File: src/rtl/data_mem_master.sv
`default_nettype none
// ============================================================================
// Module      : data_mem_master
// Description : Requester side of the word-addressed data memory port.
//               Takes byte/half/word loads and stores from the execute stage
//               over a valid/ready handshake. It issues them to a memory with
//               a combinational read and a clocked write. Sub-word stores use
//               read-modify-write. Misaligned, illegal-size and out-of-range
//               accesses get an error response and never touch memory.
// Ports       : clk, rst                      - clock, sync active-high reset
//               req_valid/req_ready           - request handshake
//               req_write/size/unsigned/addr/wdata - request fields
//               resp_valid/resp_ready         - response handshake
//               resp_rdata/resp_error         - response payload
//               mem_read_addr/mem_read_data   - memory read port (comb)
//               mem_write_enable/addr/data    - memory write port
// Revision    : 1.0 - initial release
// ============================================================================
module data_mem_master #(
  parameter int DATA_SIZE = 32,
  parameter int ADDR_SIZE = 32,
  parameter int MEM_LEN   = 1024,
  parameter int IDX_W     = $clog2(MEM_LEN)
) (
  input  logic                 clk,
  input  logic                 rst,
  input  logic                 req_valid,
  output logic                 req_ready,
  input  logic                 req_write,
  input  logic [1:0]           req_size,
  input  logic                 req_unsigned,
  input  logic [ADDR_SIZE-1:0] req_addr,
  input  logic [DATA_SIZE-1:0] req_wdata,
  output logic                 resp_valid,
  input  logic                 resp_ready,
  output logic [DATA_SIZE-1:0] resp_rdata,
  output logic                 resp_error,
  output logic [IDX_W-1:0]     mem_read_addr,
  input  logic [DATA_SIZE-1:0] mem_read_data,
  output logic                 mem_write_enable,
  output logic [IDX_W-1:0]     mem_write_addr,
  output logic [DATA_SIZE-1:0] mem_write_data
);

  localparam logic [1:0] S_IDLE  = 2'd0;
  localparam logic [1:0] S_READ  = 2'd1;
  localparam logic [1:0] S_WRITE = 2'd2;
  localparam logic [1:0] S_RESP  = 2'd3;

  localparam logic [1:0] SZ_BYTE = 2'b00;
  localparam logic [1:0] SZ_HALF = 2'b01;
  localparam logic [1:0] SZ_WORD = 2'b10;
  localparam logic [1:0] SZ_ILL  = 2'b11;

  localparam logic [ADDR_SIZE-3:0] C_MEM_LEN = (ADDR_SIZE-2)'(MEM_LEN);

  logic [1:0]           state, state_nxt;

  // Request fields held for the whole transaction
  logic                 op_write;
  logic [1:0]           op_size;
  logic                 op_unsigned;
  logic [1:0]           op_lane;
  logic [DATA_SIZE-1:0] op_wdata;
  logic [IDX_W-1:0]     op_idx;
  logic [DATA_SIZE-1:0] cap_word;
  logic [IDX_W-1:0]     rd_addr;
  logic [DATA_SIZE-1:0] rdata_q;
  logic                 error_q;

  logic                 accept;
  logic                 req_err;
  logic                 req_needs_read;
  logic [DATA_SIZE-1:0] load_val;
  logic [7:0]           ld_byte;
  logic [15:0]          ld_half;

  // ---------------------------------------------------------------------------
  // Request decode
  // ---------------------------------------------------------------------------
  assign accept = (state == S_IDLE) && req_valid && !rst;

  always_comb begin
    req_err = 1'b0;
    if (req_size == SZ_ILL)                              req_err = 1'b1;
    if ((req_size == SZ_HALF) && req_addr[0])            req_err = 1'b1;
    if ((req_size == SZ_WORD) && (req_addr[1:0] != 2'b00)) req_err = 1'b1;
    if (req_addr[ADDR_SIZE-1:2] >= C_MEM_LEN)            req_err = 1'b1;
  end

  // Loads and sub-word stores both need the current memory word
  assign req_needs_read = !req_err && !(req_write && (req_size == SZ_WORD));

  // ---------------------------------------------------------------------------
  // FSM: state register
  // ---------------------------------------------------------------------------
  always_ff @(posedge clk) begin
    if (rst) state <= S_IDLE;
    else     state <= state_nxt;
  end

  // ---------------------------------------------------------------------------
  // FSM: next state
  // ---------------------------------------------------------------------------
  always_comb begin
    state_nxt = state;
    case (state)
      S_IDLE: begin
        if (req_valid) begin
          if (req_err)             state_nxt = S_RESP;
          else if (req_needs_read) state_nxt = S_READ;
          else                     state_nxt = S_WRITE;
        end
      end
      S_READ:  state_nxt = op_write ? S_WRITE : S_RESP;
      S_WRITE: state_nxt = S_RESP;
      S_RESP:  if (resp_ready) state_nxt = S_IDLE;
      default: state_nxt = S_IDLE;
    endcase
  end

  // ---------------------------------------------------------------------------
  // FSM: outputs
  // ---------------------------------------------------------------------------
  always_comb begin
    req_ready        = (state == S_IDLE) && !rst;
    resp_valid       = (state == S_RESP);
    // Gating with rst keeps a store that is interrupted by reset from committing
    mem_write_enable = (state == S_WRITE) && !rst;
    mem_write_addr   = op_idx;
    mem_read_addr    = rd_addr;
    resp_rdata       = rdata_q;
    resp_error       = error_q;
    mem_write_data   = cap_word;
    case (op_size)
      SZ_WORD: mem_write_data = op_wdata;
      SZ_HALF: begin
        if (op_lane[1]) mem_write_data[31:16] = op_wdata[15:0];
        else            mem_write_data[15:0]  = op_wdata[15:0];
      end
      SZ_BYTE: begin
        case (op_lane)
          2'd0:    mem_write_data[7:0]   = op_wdata[7:0];
          2'd1:    mem_write_data[15:8]  = op_wdata[7:0];
          2'd2:    mem_write_data[23:16] = op_wdata[7:0];
          default: mem_write_data[31:24] = op_wdata[7:0];
        endcase
      end
      default: mem_write_data = cap_word;
    endcase
  end

  // ---------------------------------------------------------------------------
  // Load lane extraction from the word being read this cycle
  // ---------------------------------------------------------------------------
  always_comb begin
    case (op_lane)
      2'd0:    ld_byte = mem_read_data[7:0];
      2'd1:    ld_byte = mem_read_data[15:8];
      2'd2:    ld_byte = mem_read_data[23:16];
      default: ld_byte = mem_read_data[31:24];
    endcase
    ld_half = op_lane[1] ? mem_read_data[31:16] : mem_read_data[15:0];
    case (op_size)
      SZ_BYTE: load_val = {{(DATA_SIZE-8){ld_byte[7] & ~op_unsigned}}, ld_byte};
      SZ_HALF: load_val = {{(DATA_SIZE-16){ld_half[15] & ~op_unsigned}}, ld_half};
      default: load_val = mem_read_data;
    endcase
  end

  // ---------------------------------------------------------------------------
  // Datapath registers
  // ---------------------------------------------------------------------------
  always_ff @(posedge clk) begin
    if (rst) begin
      op_write    <= 1'b0;
      op_size     <= SZ_BYTE;
      op_unsigned <= 1'b0;
      op_lane     <= 2'd0;
      op_wdata    <= '0;
      op_idx      <= '0;
      cap_word    <= '0;
      rd_addr     <= '0;
      rdata_q     <= '0;
      error_q     <= 1'b0;
    end else begin
      if (accept) begin
        op_write    <= req_write;
        op_size     <= req_size;
        op_unsigned <= req_unsigned;
        op_lane     <= req_addr[1:0];
        op_wdata    <= req_wdata;
        op_idx      <= req_addr[IDX_W+1:2];
        rdata_q     <= '0;
        error_q     <= req_err;
        // Read address only moves for accesses that actually read
        if (req_needs_read) rd_addr <= req_addr[IDX_W+1:2];
      end
      if (state == S_READ) begin
        cap_word <= mem_read_data;
        if (!op_write) rdata_q <= load_val;
      end
      if ((state == S_RESP) && resp_ready) begin
        rdata_q <= '0;
        error_q <= 1'b0;
      end
    end
  end

endmodule
`default_nettype wire

File: config.mk
export PLATFORM = sky130hd
export DESIGN_NAME = data_mem_master
export DESIGN_NICKNAME = d
export VERILOG_FILES = /design/src/rtl/data_mem_master.sv
export SDC_FILE = /design/constraint.sdc
export NUM_CORES = 1
export LEC_CHECK = 0
export ABC_AREA = 1
export BUFFER_PORTS_ARGS = -buffer_cell sky130_fd_sc_hd__buf_2
export CORE_ASPECT_RATIO = 1.5
export CORE_MARGIN = 3
export CORE_UTILIZATION = 55
export DETAILED_ROUTE_END_ITERATION = 8
export HOLD_SLACK_MARGIN = 0.12
export PLACE_DENSITY = 0.85
export SETUP_SLACK_MARGIN = 0.2
export SLEW_MARGIN = 20
export SYNTH_ARGS = -nofsm -noshare
export SYNTH_HDL_FRONTEND = slang
export SYNTH_SLANG_ARGS = --single-unit
File: constraint.sdc
create_clock -name clk -period 4.4 [get_ports clk]
set_input_delay 0.22 -clock clk [delete_from_list [all_inputs] [get_ports clk]]
set_output_delay 0.22 -clock clk [all_outputs]
set_load 0.02 [all_outputs]
==> metrics.md <==
| Metric | Value |
|---|---|
| Distinct cell type count after synthesis | 37 |
| Ys Warns | 0 |
| PostCTS Resize Cnt | 0 |
| Period utilisation layout | 0.653 |
| GRT overflow | 0 |
| Fillers | 785 |
| Async set or reset register ratio after synthesis | 0 |
| CP Capture Type | output pin |
| Total GRT Usage | 0.363 |
| Synth Register Bits | 125 |
| Vias per cell | 5.85 |
| Root buffer cell | clkbuf_16 |
| RePlAce Congestion | 0.990 |
| Final hold violations | 0 |
| Quantity of I/O buffers inserted on ports | 191 |
| Number of flops mapped to enable cells by yosys | 0 |
| Number of global-route vias before repair | 7001 |
| Crit-path max FO | 17 |
| RSZ-0062 raised after global routing | no |
| Pwr per Cell Area | 620 mW/mm2 |
| Die footprint | 0.0124 mm2 |
| Cell taking the most area after synthesis | dfxtp_1 |
| Tot Pwr | 0.00509 W |
| Clock skew | 0.00845 ns |
| CTS Buf Count | 17 |
| Top-count cell post-synth | nand2_1 |
| Largest net degree at the start of global routing | 61 |
| Post-synthesis cell count | 877 |
| Maximum clock path buffer count | 2 |
| Row count | 46 |
| Syn avg cell area | 6.95 um2 |
| CTS tree | built |
| Vias | 7361 |
| Final TNS setup | 0 ns |
| Seq/Total Area, Yosys | 0.411 |
| Core area | 0.0107 mm2 |
| Synth cell count leaders | 159 x nand2_1, 127 x inv_1, 125 x dfxtp_1, 109 x a21oi_1, 104 x o21ai_0 |
| Nets@finish | 1209 |
| Placed cells | 1167 |
| Starting Density | 0.569 |
| Most used DFF post-synth | dfxtp_1 |
| Clock Latency Late Sink | 0.42 ns |
| Hold Path Class | input pin to flip-flop |
| Post-DP HPWL | 14.9 mm |
| Required time worst endpoint | 4.18 ns |
| Clock transition at path regs | 0.05 ns |
| Setup repair bufs after CTS | 0 |
| Layout cells sized above 1 | 0.234 |
| Status | completed |
| Arrival @ worst endpoint | 2.65 ns |
| Router iterations before antenna repair | 5 |
| Worst vdd ir | 0.000365 V |
| Global-route wire length before repair | 35.3 mm |
| Antenna-violating nets left | 0 |
| Initial antenna violation count | 1 |
| Drt total wl | 22.9 mm |
| Final non-filler cell total | 1258 |
| Fmax | 348 MHz |
| Sequential Area | 0.00250 mm2 |
| Min cycle time layout | 2.87 ns |
| Final setup fails | 0 |
| WS Path Type | flip-flop to output pin |
| Hold Buf Count CTS | 58 |
| DRC violations left | 0 |
| Slew Limit Fails | 0 |
| Die Y-Extent | 135 um |
| Mapped Nets | 986 |
| DR WL/cell | 18.2 um |
| Share of the synthesized area in the top cell type | 0.411 |
| H-tree depth | 4 |
| Synthesized area | 0.00609 mm2 |
| Relative slew slack | 0.356 |
| Num ports | 192 |
| Sink Count | 125 |
| Max-cap violations | 0 |
| Die Wd | 91.9 um |
| Startpoint Class | flip-flop |
| Worst-margin pin slew | 0.963 ns |
| Synth area leaders | dfxtp_1 41%, nand2_1 9.8%, a21oi_1 9.0%, o21ai_0 8.5%, inv_1 7.8% |
| Multi-input logic area | 0.00285 mm2 |
| Drt initial violations | 785 |
| Total leakage power | 4.01 nW |
| Synthesis-to-finish area growth | 34.6% |
-- per-layer routing --
| layer | wire length, um | share of wire | global-route usage | vias to the layer above |
|---|---|---|---|---|
| li1 | - | - | - | 3338 |
| met1 | 7900 | 0.35 | 0.407 | 3310 |
| met2 | 11000 | 0.48 | 0.615 | 583 |
| met3 | 2380 | 0.10 | 0.0842 | 130 |
| met4 | 1590 | 0.069 | 0.231 | 0 |
| met5 | 0 | 0 | 0 | - |
-- per-stage QoR --
stage / setup slack, ns / instance area, um2 / utilization / hold WS (ns)
floorplan: 2.63 / 6090 / - / 0.289
global placement: 2.06 / 7030 / 0.657 / 0.416
detailed placement: 2.02 / 7030 / 0.657 / 0.419
CTS: 1.63 / 8200 / 0.766 / 0.123
global route: 1.40 / 8200 / 0.766 / 0.143
finish: 1.53 / 8200 / 0.766 / 0.128
-- area by class of cell --
class	instances	area share
Clock inverter	11	0.0142
Antenna cell	1	0.000305
Sequential cell	125	0.305
Clock buffer	21	0.0573
Timing Repair Buffer	253	0.191
Tap cell	144	0.0220
Inverter	138	0.0634
Multi-Input combinational cell	565	0.347
-- cell families after synthesis --
logic type | count (synthesis) | synth area share
AOI/OAI and AO/OA | 278 | 0.251
DFF | 125 | 0.411
adders and majority gates | 5 | 0.0103
and+or+nand+nor | 282 | 0.205
buffers and inverters | 187 | 0.123
-- cells in the final DEF, fill, tap and decap left out, types with 3 or more instances in the layout --
master and count:
clkbuf_8 3, o2111ai_1 3, clkinvlp_4 3, or2_2 8
o211ai_1 3, o22ai_1 16, a211oi_1 3, inv_2 9
clkbuf_16 17, clkinv_2 5, a21oi_1 109, nand2_1 159
buf_4 4, nand3_1 51, nand2_2 4, ha_1 5
a22oi_1 8, dfxtp_1 125, nand2_4 4, o21ai_1 16
inv_1 127, nand4_1 10, o21ai_0 104, nor3_1 3
buf_2 191, nor2_1 39, o221ai_1 10, dlygate4sd3_1 58
-- critical path, cell delays in order (launching register included) --
cell and delay [ns]:
dfxtp_1 0.86, nand2_1 0.42, nand2_1 0.37, a21oi_2 0.14
o22ai_1 0.23, buf_2 0.21
-- report_power, final --
group / switching (W) / internal, W
clock network: 0.000518 / 0.000873
logic: 0.00136 / 0.000635
registers: 0.000239 / 0.00146
-- flip-flops by register name (all words and copies together) (netlist names) --
signal,flops
cap_word,32
op_write,1
mem_write_addr,10
resp_rdata,32
resp_error,1
state,2
op_wdata,32
op_lane,2
mem_read_addr,10
op_unsigned,1
op_size,2
-- worst paths after layout --
| check | start | endpoint | slack, ns | cells past startpoint |
|---|---|---|---|---|
| max | op_size[1]$_SDFFE_PP0P_ | mem_write_data[19] | 1.53 | 5 |
| min | req_wdata[7] | op_wdata[7]$_SDFFE_PP0P_ | 0.13 | 3 |
| max reg2reg | state[0]$_SDFFE_PP0P_ | mem_read_addr[8]$_SDFFE_PP0P_ | 1.70 | 10 |
| min reg2reg | cap_word[2]$_SDFFE_PP0N_ | cap_word[2]$_SDFFE_PP0N_ | 0.46 | 2 |
No activity file was read; power rests on OpenSTA's default activity.
